`config.mk`:
```
export PLATFORM = sky130hd
export DESIGN_NAME = ord_rec
export DESIGN_NICKNAME = d
export VERILOG_FILES = /design/src/rtl/ord_rec.sv
export SDC_FILE = /design/constraint.sdc
export NUM_CORES = 1
export LEC_CHECK = 0
export CORE_ASPECT_RATIO = 0.6
export CORE_MARGIN = 2
export CORE_UTILIZATION = 43
export CTS_CLUSTER_DIAMETER = 200
export DETAILED_ROUTE_END_ITERATION = 10
export GPL_ROUTABILITY_DRIVEN = 0
export PLACE_DENSITY = 0.72
export SYNTH_ARGS = -nofsm -noshare
export SYNTH_HDL_FRONTEND = slang
export SYNTH_SLANG_ARGS = --single-unit
```
`constraint.sdc`:
```
create_clock -name clk -period 1.7 [get_ports clk]
set_input_delay 0.17 -clock clk [delete_from_list [all_inputs] [get_ports clk]]
set_output_delay 0.17 -clock clk [all_outputs]
set_load 0.1 [all_outputs]
```
`src/rtl/ord_rec.sv`:
```
// Move-order recorder: debounced buttons build a 2-bit-per-move list that can be committed and cleared.
// Optional debounce filter is compiled in with `define ORD_REC_DEBOUNCE_EN.
module ord_rec #(
    parameter int DEPTH      = 22,
    parameter int DEB_CYCLES = 50000
) (
    input  logic               clk,
    input  logic               rst,
    input  logic [4:0]         btn,
    output logic [2*DEPTH-1:0] ord,
    output logic [25:0]        cnt,
    output logic               comp,
    output logic               full,
    output logic               ovf,
    output logic               key_valid,
    output logic [1:0]         dbg_state
);

    localparam int CW = $clog2(DEPTH + 1);

    typedef enum logic [1:0] {
        S_IDLE = 2'd0,
        S_REC  = 2'd1,
        S_DONE = 2'd2
    } state_t;

    // Handshake-free outputs: key_valid and ovf are single-cycle pulses raised in the same
    // cycle ord/cnt change (key_valid) or a direction is dropped (ovf); there is no back-pressure.

    logic [4:0] r_sync1;
    logic [4:0] r_sync2;
    logic [4:0] w_lvl;
    logic [4:0] r_lvl_prev;
    logic [4:0] r_evt;

    always_ff @(posedge clk) begin
        if (rst) begin
            r_sync1 <= '0;
            r_sync2 <= '0;
        end else begin
            r_sync1 <= btn;
            r_sync2 <= r_sync1;
        end
    end

`ifdef ORD_REC_DEBOUNCE_EN
    localparam int DW = $clog2(DEB_CYCLES + 1);

    logic [DW-1:0] r_deb_cnt [5];
    logic [4:0]    r_deb;

    // A new level is accepted only after DEB_CYCLES consecutive samples disagree with the current one.
    always_ff @(posedge clk) begin
        if (rst) begin
            r_deb <= '0;
            for (int i = 0; i < 5; i++) begin
                r_deb_cnt[i] <= '0;
            end
        end else begin
            for (int i = 0; i < 5; i++) begin
                if (r_sync2[i] == r_deb[i]) begin
                    r_deb_cnt[i] <= '0;
                end else if (r_deb_cnt[i] == DW'(DEB_CYCLES - 1)) begin
                    r_deb[i]     <= r_sync2[i];
                    r_deb_cnt[i] <= '0;
                end else begin
                    r_deb_cnt[i] <= r_deb_cnt[i] + 1'b1;
                end
            end
        end
    end

    assign w_lvl = r_deb;
`else
    assign w_lvl = r_sync2;
`endif

    always_ff @(posedge clk) begin
        if (rst) begin
            r_lvl_prev <= '0;
            r_evt      <= '0;
        end else begin
            r_lvl_prev <= w_lvl;
            r_evt      <= w_lvl & ~r_lvl_prev;
        end
    end

    logic       w_dir_valid;
    logic [1:0] w_dir_code;

    always_comb begin
        w_dir_valid = 1'b1;
        w_dir_code  = 2'b00;
        if (r_evt[0]) begin
            w_dir_code = 2'b01;
        end else if (r_evt[1]) begin
            w_dir_code = 2'b11;
        end else if (r_evt[2]) begin
            w_dir_code = 2'b00;
        end else if (r_evt[3]) begin
            w_dir_code = 2'b10;
        end else begin
            w_dir_valid = 1'b0;
        end
    end

    state_t             r_state;
    logic [CW-1:0]      r_cnt;
    logic [2*DEPTH-1:0] r_ord;
    logic               r_comp;
    logic               r_ovf;
    logic               r_kv;

    // COMMIT always wins; a direction in the same cycle is dropped, never queued.
    always_ff @(posedge clk) begin
        if (rst) begin
            r_state <= S_IDLE;
            r_cnt   <= '0;
            r_ord   <= '0;
            r_comp  <= 1'b0;
            r_ovf   <= 1'b0;
            r_kv    <= 1'b0;
        end else begin
            r_ovf <= 1'b0;
            r_kv  <= 1'b0;
            case (r_state)
                S_IDLE: begin
                    if (!r_evt[4] && w_dir_valid) begin
                        r_ord[1:0] <= w_dir_code;
                        r_cnt      <= CW'(1);
                        r_kv       <= 1'b1;
                        r_state    <= S_REC;
                    end
                end
                S_REC: begin
                    if (r_evt[4]) begin
                        r_comp  <= 1'b1;
                        r_state <= S_DONE;
                    end else if (w_dir_valid) begin
                        if (r_cnt == CW'(DEPTH)) begin
                            r_ovf <= 1'b1;
                        end else begin
                            for (int k = 0; k < DEPTH; k++) begin
                                if (r_cnt == CW'(k)) begin
                                    r_ord[2*k +: 2] <= w_dir_code;
                                end
                            end
                            r_cnt <= r_cnt + 1'b1;
                            r_kv  <= 1'b1;
                        end
                    end
                end
                S_DONE: begin
                    if (r_evt[4]) begin
                        r_ord   <= '0;
                        r_cnt   <= '0;
                        r_comp  <= 1'b0;
                        r_state <= S_IDLE;
                    end
                end
                default: begin
                    r_state <= S_IDLE;
                end
            endcase
        end
    end

    assign ord       = r_ord;
    assign cnt       = {{(26 - CW){1'b0}}, r_cnt};
    assign comp      = r_comp;
    assign full      = (r_cnt == CW'(DEPTH));
    assign ovf       = r_ovf;
    assign key_valid = r_kv;
    assign dbg_state = r_state;

endmodule

```
==> flow_metrics.py <==
metrics = {
    "outcome": {
        "run_status": "complete, but fails checks",
        "violations": "negative setup slack",
    },
    "floorplanning": {
        "fp.dieW_um": 113,
        "core_mm2": 0.00682,
        "start_util": 0.453,
        "dieArea_mm2": 0.00791,
        "ios": 83,
        "die_y_um": 69.7,
        "rows": 23,
    },
    "setup_path": {
        "worstReg2RegEnd": "ord[5]",
        "r2r_start": "dbg_state[1]",
        "worstSetupStartpointType": "register",
        "cp-startpoint": "dbg_state[1]",
        "path_cells": "buf_12 -> ha_4 -> buf_4 -> nor3_2 -> o21ai_1 -> nor3_2 -> buf_4 -> buf_12 -> a22o_1",
        "critPathKind": "reg2reg",
        "cpLargestDelayFamily": "buffers and inverters",
        "critPathCaptureType": "register",
        "cp-endpoint": "ord[5]",
        "ff2ff_setup_slack_ns": -0.13,
        "cp_max_fo": 10,
        "path_buf_inv": 4,
        "crit_slowest_cell": "dfxtp_4",
        "arrival_ns": 2.10,
        "cp_data_required_time_ns": 1.97,
        "crit_cells": 9,
        "reg2reg_depth": 9,
        "critPathMaxStageDelay_ns": 0.36,
    },
    "timing": {
        "fmax_mhz": 548,
        "skew_ns": 0.00678,
        "drv_slew": 0,
        "post-route-min-period_ns": 1.83,
        "period_share": 1.07,
        "finalHoldViolCount": 0,
        "setup_slack_ns": -0.126,
        "setup_viol": 42,
        "rsz0062_at_grt": "true",
    },
    "finish": {
        "multi_input_area_mm2": 0.00154,
        "utilization": 0.696,
        "synthToLayoutAreaGrowth_pct": 53.6,
        "fillers": 487,
        "final_nets": 440,
        "layout-drive-gt1-share": 0.376,
        "fin_area_mm2": 0.00475,
        "antennaDiodeCount": 0,
        "seqCellArea_mm2": 0.00150,
    },
    "global_route": {
        "overflow": 0,
        "grt_pass1_vias": 2572,
        "grt_max_degree": 31,
        "grt_use_total": 0.214,
        "grt_pass1_wl_mm": 13.1,
        "antenna_found_initial": 0,
    },
    "clocking": {
        "clock_latency_ns": 0.33,
        "cts_tree": "built",
        "clockRootBuffer": "clkbuf_16",
        "cts_buffers": 9,
        "cts_buffer_depth": 2,
        "clock-sinks": 74,
        "clk_pin_slew_ns": 0.06,
        "htree_levels": 3,
    },
    "drt": {
        "wl_per_cell_um": 16.4,
        "wl_met1_mm": 4.15,
        "drt_pre_antenna_iters": 5,
        "met2_length_mm": 3.46,
        "final_antenna_net_count": 0,
        "via_per_inst": 5.42,
        "initialDrtViolationCount": 308,
        "wl_met3_um": 710,
        "via_count": 2793,
        "top_layer": "met4",
        "drc": 0,
        "drt-total-wl_mm": 8.46,
    },
    "placement": {
        "hpwlAfterDp_mm": 5.70,
        "dpl_cell_area_mm2": 0.00425,
        "portBuffers": 61,
    },
    "yosys": {
        "synth_top_cell_area_share": 0.479,
        "synth_edf_count": 0,
        "synth_area_leaders": "dfxtp_1, a22o_1, buf_4",
        "yosysWarnings": 0,
        "synth_most_common_cell": "dfxtp_1",
        "netlist_area_mm2": 0.00309,
        "synth_ff_type": "dfxtp_1",
        "async_flop_share": 0,
        "ys_ff_latch": 74,
        "synthCells": 315,
        "postSynthAreaPerCell_um2": 9.81,
        "netlist_top_cells_count": "dfxtp_1, a22o_1, o21ai_0",
        "synth_top_area_cell": "dfxtp_1",
        "yosysSeqAreaShare": 0.479,
        "synth.distinct_cells": 38,
    },
    "pwr": {
        "peakVddDrop_mv": 0.515,
        "p_per_area_mw_per_mm2": 977,
        "p_total_mw": 4.64,
        "p_leak_nw": 1.98,
    },
    "run": {
        "maxCapViolations": 0,
    },
    "hold_path": {
        "hold_path_class": "in2reg",
    },
}
repair_timing:
action	CTS	global route
hold buffers	0	0
pin swaps	2	11
setup endpoints to repair	44	45
gates cloned	0	5
gates resized for setup	8	11
buffers inserted	1	5
worst min path at each step:
stage / from / endpoint / slack, ns / cells past startpoint
finish: rst / r_sync1[2] / 0.34 / 3
global route: rst / r_sync1[2] / 0.35 / 3
CTS: rst / r_sync1[2] / 0.33 / 3
detailed placement: r_lvl_prev[1] / r_evt[1] / 0.37 / 1
global placement: r_lvl_prev[4] / r_evt[4] / 0.37 / 1
floorplan: btn[0] / r_sync1[0] / 0.30 / 1
metal layers:
layer / vias up / track usage
met5: - / 0
met4: 0 / 0.0569
met3: 13 / 0.0830
met2: 135 / 0.287
met1: 1324 / 0.315
li1: 1321 / -
cells in the final DEF (no fill, tap or decap), types with 5 or more instances in the layout:
cell and count:
a21oi_1 5, a22o_1 40, a31oi_1 18, buf_12 23, buf_4 82, clkbuf_16 12, clkdlybuf4s50_1 5, conb_1 21
dfxtp_1 67, dfxtp_4 5, ha_1 6, inv_1 8, nand2b_1 10, nand3_1 7, nor2b_1 21, o21ai_0 26
tightest hold or removal path, cell delays in order:
cell and delay [ns]:
buf_2 0.12, buf_4 0.21, nor2b_1 0.12
registers in the layout, summed over array words and instances, names as in the netlist:
signal / cells
ord: 44
dbg_state: 2
r_lvl_prev: 5
r_sync2: 5
comp: 1
key_valid: 1
r_sync1: 5
r_evt: 5
ovf: 1
r_cnt: 5
per-stage QoR:
step	std cells	worst slack [ns]	setup TNS (ns)	hold slack, ns
finish	515	-0.126	-3.75	0.337
global route	515	-0.178	-6.24	0.350
CTS	505	-0.0824	-2.30	0.327
detailed placement	489	-0.0845	-1.87	0.373
global placement	489	-0.0604	-0.749	0.372
floorplan	335	-0.260	-10.41	0.298
kinds of logic after synthesis:
| kind of cell | Yosys count | share of synthesized area |
|---|---|---|
| muxes | 4 | 0.0130 |
| buffers and inverters | 53 | 0.0927 |
| and+or+nand+nor | 65 | 0.130 |
| DFF | 74 | 0.479 |
| AOI/OAI and AO/OA | 109 | 0.248 |
| adders and majority gates | 9 | 0.0364 |
| other | 1 | 0.00121 |
report_power, final:
group	internal [mW]	switching [mW]	leakage (nW)	total, mW
clock network	1.16	0.702	0.140	1.86
logic	0.283	0.684	1.23	0.967
registers	1.78	0.0349	0.605	1.81
cell type report:
cell class              instances  area share
repair buffers                118       0.263
clock inverters                 5      0.0116
flip-flops and latches         74       0.316
clock buffers                  10      0.0503
well taps                      87      0.0229
inverters                      13      0.0121
multi-input cells             208       0.323
Power figures use the tool's default switching activity.
